==> config.mk <==
export PLATFORM = sky130hd
export DESIGN_NAME = game_round_ctrl
export DESIGN_NICKNAME = d
export VERILOG_FILES = /design/src/rtl/game_round_ctrl.sv
export SDC_FILE = /design/constraint.sdc
export NUM_CORES = 1
export LEC_CHECK = 0
export ABC_AREA = 1
export BUFFER_PORTS_ARGS = -buffer_cell sky130_fd_sc_hd__buf_2
export CAP_MARGIN = 40
export CORE_AREA = 10 10 149 82
export DETAILED_ROUTE_END_ITERATION = 16
export DIE_AREA = 0 0 159 92
export PLACE_DENSITY = 0.78
export SYNTH_ARGS = -nofsm -noshare
export SYNTH_HDL_FRONTEND = slang
export SYNTH_SLANG_ARGS = --single-unit
export TNS_END_PERCENT = 30
==> constraint.sdc <==
create_clock -name clk -period 2.5 [get_ports clk]
set_clock_uncertainty 0.1 [all_clocks]
set_input_delay 0.125 -clock clk [delete_from_list [all_inputs] [get_ports clk]]
set_output_delay 0.125 -clock clk [all_outputs]
set_load 0.1 [all_outputs]
==> src/rtl/game_round_ctrl.sv <==
// Round/target sequencer for a duck-shooting game: start screen, per-duck flight, scoring, round and game end.
// Optional pause on right click in flight is built when the macro GAME_PAUSE_EN is defined.
module game_round_ctrl #(
   parameter int unsigned N_ROUNDS          = 5,
   parameter int unsigned TARGETS_PER_ROUND = 10,
   parameter int unsigned SHOTS_PER_TARGET  = 3,
   parameter int unsigned MIN_HITS          = 6,
   parameter int unsigned TARGET_TIMEOUT    = 260_000_000,
   parameter int unsigned TARGET_SIZE       = 64,
   parameter int unsigned START_XPOS        = 0,
   parameter int unsigned START_YPOS        = 0,
   parameter int unsigned START_W           = 64,
   parameter int unsigned START_H           = 64,
   parameter int unsigned SCORE_W           = 16,
   parameter int unsigned HIT_POINTS        = 100
) (
   input  logic               clk,
   input  logic               rst,
   input  logic               left_mouse,
   input  logic               right_mouse,
   input  logic [11:0]        mouse_xpos,
   input  logic [11:0]        mouse_ypos,
   input  logic [11:0]        target_xpos,
   input  logic [11:0]        target_ypos,
   output logic               start_screen_enable,
   output logic               game_enable,
   output logic               game_end_enable,
   output logic               target_spawn,
   output logic               target_hit,
   output logic               target_escaped,
   output logic               target_active,
   output logic [3:0]         round_num,
   output logic [3:0]         target_cnt,
   output logic [2:0]         shots_left,
   output logic [SCORE_W-1:0] score,
   output logic               game_won,
   output logic               paused
);

   typedef enum logic [2:0] {
      ST_START, ST_SPAWN, ST_FLY, ST_HIT, ST_ESCAPE, ST_ROUND_END, ST_GAME_END
   } state_t;

   localparam logic [31:0]      TO_LAST = 32'(TARGET_TIMEOUT - 1);
   localparam logic [SCORE_W:0] HIT_INC = (SCORE_W + 1)'(HIT_POINTS);

   state_t           state, state_nxt;
   logic             left_prev;
   logic             click;
   logic [31:0]      timeout_cnt;
   logic [3:0]       hits;
   logic             in_box, in_start, timeout_hit, last_target;
   logic [12:0]      mx, my, tx, ty;
   logic [SCORE_W:0] score_sum;

   assign click = left_mouse & ~left_prev;

   // 13-bit compares so a box near the 12-bit edge cannot wrap
   assign mx = {1'b0, mouse_xpos};
   assign my = {1'b0, mouse_ypos};
   assign tx = {1'b0, target_xpos};
   assign ty = {1'b0, target_ypos};

   assign in_box = (mx >= tx) && (mx <= tx + 13'(TARGET_SIZE - 1)) &&
                   (my >= ty) && (my <= ty + 13'(TARGET_SIZE - 1));
   assign in_start = (mx >= 13'(START_XPOS)) && (mx <= 13'(START_XPOS + START_W - 1)) &&
                     (my >= 13'(START_YPOS)) && (my <= 13'(START_YPOS + START_H - 1));

   assign timeout_hit = (timeout_cnt == TO_LAST);
   assign last_target = (target_cnt == 4'(TARGETS_PER_ROUND));
   assign score_sum   = {1'b0, score} + HIT_INC;

`ifdef GAME_PAUSE_EN
   logic right_prev;

   always_ff @(posedge clk or posedge rst) begin
      if (rst) begin
         right_prev <= 1'b0;
         paused     <= 1'b0;
      end else begin
         right_prev <= right_mouse;
         if (state == ST_FLY && right_mouse && !right_prev)
            paused <= ~paused;
         else if (state != ST_FLY)
            paused <= 1'b0;
      end
   end
`else
   logic pause_unused;
   assign pause_unused = right_mouse;
   assign paused       = 1'b0;
`endif

   always_ff @(posedge clk or posedge rst) begin
      if (rst) state <= ST_START;
      else     state <= state_nxt;
   end

   always_comb begin
      state_nxt           = state;
      start_screen_enable = 1'b0;
      game_enable         = 1'b0;
      game_end_enable     = 1'b0;
      target_spawn        = 1'b0;
      target_hit          = 1'b0;
      target_escaped      = 1'b0;
      target_active       = 1'b0;
      case (state)
         ST_START: begin
            start_screen_enable = 1'b1;
            if (click && in_start) state_nxt = ST_SPAWN;
         end
         ST_SPAWN: begin
            game_enable  = 1'b1;
            target_spawn = 1'b1;
            state_nxt    = ST_FLY;
         end
         ST_FLY: begin
            game_enable   = 1'b1;
            target_active = 1'b1;
            // A hit takes priority over a timeout landing on the same cycle
            if (!paused) begin
               if (click && in_box)
                  state_nxt = ST_HIT;
               else if ((click && shots_left == 3'd1) || timeout_hit)
                  state_nxt = ST_ESCAPE;
            end
         end
         ST_HIT: begin
            game_enable = 1'b1;
            target_hit  = 1'b1;
            state_nxt   = last_target ? ST_ROUND_END : ST_SPAWN;
         end
         ST_ESCAPE: begin
            game_enable    = 1'b1;
            target_escaped = 1'b1;
            state_nxt      = last_target ? ST_ROUND_END : ST_SPAWN;
         end
         ST_ROUND_END: begin
            game_enable = 1'b1;
            if (hits < 4'(MIN_HITS) || round_num == 4'(N_ROUNDS))
               state_nxt = ST_GAME_END;
            else
               state_nxt = ST_SPAWN;
         end
         ST_GAME_END: begin
            game_end_enable = 1'b1;
            if (click) state_nxt = ST_START;
         end
         default: state_nxt = ST_START;
      endcase
   end

   always_ff @(posedge clk or posedge rst) begin
      if (rst) begin
         left_prev   <= 1'b0;
         timeout_cnt <= '0;
         hits        <= '0;
         round_num   <= '0;
         target_cnt  <= '0;
         shots_left  <= '0;
         score       <= '0;
         game_won    <= 1'b0;
      end else begin
         left_prev <= left_mouse;
         case (state)
            ST_START: begin
               if (click && in_start) begin
                  score      <= '0;
                  round_num  <= 4'd1;
                  target_cnt <= '0;
                  hits       <= '0;
                  game_won   <= 1'b0;
               end
            end
            ST_SPAWN: begin
               shots_left  <= 3'(SHOTS_PER_TARGET);
               timeout_cnt <= '0;
               target_cnt  <= target_cnt + 4'd1;
            end
            ST_FLY: begin
               if (!paused) begin
                  timeout_cnt <= timeout_cnt + 32'd1;
                  if (click && !in_box) shots_left <= shots_left - 3'd1;
               end
            end
            ST_HIT: begin
               score <= score_sum[SCORE_W] ? '1 : score_sum[SCORE_W-1:0];
               hits  <= hits + 4'd1;
            end
            ST_ROUND_END: begin
               if (hits >= 4'(MIN_HITS)) begin
                  if (round_num == 4'(N_ROUNDS)) begin
                     game_won <= 1'b1;
                  end else begin
                     round_num  <= round_num + 4'd1;
                     target_cnt <= '0;
                     hits       <= '0;
                  end
               end
            end
            default: ;
         endcase
      end
   end

endmodule

==> impl_metrics.csv <==
group,metric,value,unit
status,status,"complete, no violations",
route,drtIter0Drc,445,
power_and_ir_drop,p_per_area,962,mW/mm2
die,row_count,26,
clock_tree,cts_made_buffers,9,
yosys,syn-num-nets,893,
finish,drive_above_1_share,0.205,
clock_tree,root_buffer,"clkbuf_16",
die,core-area,0.00979,mm2
placement,portBuffers,85,
power_and_ir_drop,total_leakage_power,3.57,nW
clock_tree,cts.clk_slew.worst_paths,50,ps
sta,hold_violations,0,
worst_setup_path,critPathTopFamily,"simple AND/OR/NAND/NOR gates",
grt,grt_max_degree,35,
finish,diodes,0,
yosys,synth_warnings,0,
yosys,synth-async-reset-ratio,1.00,
sta,rsz0062_at_grt,"true",
route,routed_wirelength,15800,um
sta,period_needed,2460,ps
job,drv_cap,0,
sta,slew_headroom,0.626,
die,dieHeight,92,um
die,dieArea,0.0146,mm2
yosys,yosys.cell_types.count,41,
yosys,synth_common_cells,"nand2_1 (193), inv_1 (128), nor2_1 (69)",
clock_tree,clock-sinks,67,
yosys,syn_area,0.00545,mm2
grt,antenna_found_initial,0,
worst_setup_path,crit_type,"in2reg",
grt,grt-ovfl-total,0,
yosys,synth_cells,781,
worst_setup_path,path_cells,"buf_8, inv_4, nand3_4, nor2_1, nand2_1, o21ai_2, nor2_1, inv_1, nor2_2, xor2_1, ha_1, buf_4, a221oi_1, nand2_1, nand2_2, nand4_1, nand3_2, nand2_2, nand2_2, nand2_1",
yosys,synth_largest_area_cell,"dfrtp_1",
yosys,yosys.area.top_type_share,0.308,
power_and_ir_drop,ir_worst_vdd,0.000488,V
placement,dp_slack,-360,ps
die,floorplan.initialDensity,0.556,
yosys,ys_ff_latch,67,
sta,tightest_slew,556,ps
finish,area_delta_synth_final,23.9,%
grt,grt_pass1_wl,25400,um
route,avgViaCountPerCell,5.35,
finish,final_nets,1015,
route,drc,0,
route,vias,5608,
worst_setup_path,cpMaxStageDelayCell,"ha_1",
placement,gp_congestion,0.967,
sta,finalSetupViolations,0,
route,wire_per_inst,15.0,um
worst_setup_path,critPathMaxStageDelay,310,ps
sta,max_freq,0.406,GHz
worst_setup_path,cp.required,2610,ps
yosys,synth_most_common_cell,"nand2_1",
finish,final_cells,1048,
clock_tree,clock_tree.htree_level_count,3,
worst_setup_path,critPathArrivalTime,2580,ps
yosys,synth_edf_count,0,
worst_setup_path,crit_path_max_fanout,4,
grt,gr-usage-all-layers,0.205,
sta,period_share,0.986,
finish,fill_cells,777,
route,postRouteAntennaNets,0,
yosys,post_synth.cell_area_avg,6.98,um2
clock_tree,insertion_delay,330,ps
worst_setup_path,cp-start-kind,"input port",
yosys,ys_seq_area_frac,0.308,
placement,dp_hpwl,12400,um
sta,final.setup.worst_slack,36.0,ps
yosys,ys_dominant_reg_cell,"dfrtp_1",
grt,grt_pass1_vias,5393,
worst_hold_path,min_path_type,"in2reg",
worst_setup_path,crit_buf_inv,4,
worst_setup_path,cp-end-kind,"flop",
die,num_io_pins,88,
yosys,synthTopCellsByArea,"dfrtp_1 (31%), ha_1 (14%), nand2_1 (13%)",
die,dieWidth,159,um
placement,dp.cells,1024,
clock_tree,clock_path_buffers,2,
sta,final-max-slew-violation-count,0,
clock_tree,cts_tree,"built",
route,drt_first_pass_iters,6,
cell type report:
class / instances / area, um2 / area share
clock buffer: 10 / 239 / 0.0354
clock inverter: 6 / 65.1 / 0.00964
inverter: 132 / 503 / 0.0745
multi-input combinational: 573 / 3360 / 0.497
sequential: 67 / 1680 / 0.248
tap: 140 / 175 / 0.0259
timing repair buffer: 120 / 734 / 0.109
metrics by stage:
step	util	area (um2)	hold WS (ps)	power, mW	setup TNS (ps)
finish	0.689	6750	227	6.49	0
global route	0.689	6750	267	6.84	-342
CTS	0.671	6570	216	6.44	0
detailed placement	0.637	6240	118	5.14	-2020
global placement	0.637	6240	113	5.04	-695
floorplan	-	5460	56.4	4.35	-124
metal layers:
layer / wire length [um] / part of all wire / up-vias / GRT usage
met5: 0 / 0 / - / 0
met4: 170 / 0.011 / 0 / 0.0567
met3: 1440 / 0.092 / 19 / 0.0526
met2: 6690 / 0.42 / 249 / 0.307
met1: 7450 / 0.47 / 2558 / 0.287
li1: - / - / 2782 / -
cells by family (layout without fill, tap and decap cells):
| kind of cell | Yosys count | count (layout) | synth area share |
|---|---|---|---|
| compound gates | 104 | 104 | 0.104 |
| xor+xnor | 24 | 24 | 0.0386 |
| fa+ha+maj | 60 | 60 | 0.138 |
| buf+inv | 141 | 268 | 0.0985 |
| flops | 67 | 67 | 0.308 |
| mux | 4 | 4 | 0.00735 |
| other cells | 1 | 1 | 0.000688 |
| simple gates | 380 | 380 | 0.305 |
cell usage in the layout, fill, tap and decap left out, types with 6 or more instances in the layout:
| cell | instances |
|---|---|
| nand3_1 | 58 |
| buf_4 | 32 |
| inv_1 | 121 |
| nor2_2 | 9 |
| ha_1 | 58 |
| xor2_1 | 20 |
| nand2_2 | 10 |
| nand4_1 | 14 |
| nor4_1 | 10 |
| inv_2 | 7 |
| dfrtp_1 | 67 |
| nand2_1 | 186 |
| a21oi_1 | 30 |
| clkbuf_16 | 9 |
| nor3_1 | 12 |
| o21ai_0 | 46 |
| o22ai_1 | 6 |
| buf_2 | 81 |
| nor2_1 | 61 |
sequential cells by signal, indices dropped and copies added (netlist names):
| signal | flops |
|---|---|
| game_won | 1 |
| hits | 4 |
| left_prev | 1 |
| round_num | 4 |
| score | 15 |
| shots_left | 3 |
| state | 3 |
| target_cnt | 4 |
| timeout_cnt | 32 |
what timing repair did:
| action | CTS | global route |
|---|---|---|
| hold buffers | 2 | 0 |
| hold endpoints to repair | 25 | 0 |
| gates resized for setup | 1 | 45 |
| buffers inserted | 0 | 6 |
| endpoints found under the setup margin | 4 | 6 |
| pin swaps | 0 | 23 |
final timing paths:
| check | start | end | slack, ps | cells past startpoint |
|---|---|---|---|---|
| hold / removal | mouse_xpos[11] | score[0] | 230 | 5 |
| setup reg to reg | timeout_cnt[0] | timeout_cnt[22] | 290 | 12 |
| max in group asynchronous | rst | timeout_cnt[25] | 1220 | 4 |
| hold reg to reg | timeout_cnt[18] | timeout_cnt[18] | 420 | 1 |
| min in group asynchronous | rst | score[15] | 290 | 3 |
| setup / recovery | target_xpos[2] | state[1] | 40 | 20 |
report_power, final:
| group | internal [mW] | switching [mW] |
|---|---|---|
| clock network | 0.798 | 0.477 |
| registers | 1.32 | 0.291 |
| logic | 0.752 | 2.86 |
worst min-delay path, cell delays in order:
cell and delay [ps]:
buf_2 100, nor4_1 60, nand4_1 140, nor2_1 80
nor2_1 100
No activity file was read; power rests on OpenSTA's default activity.
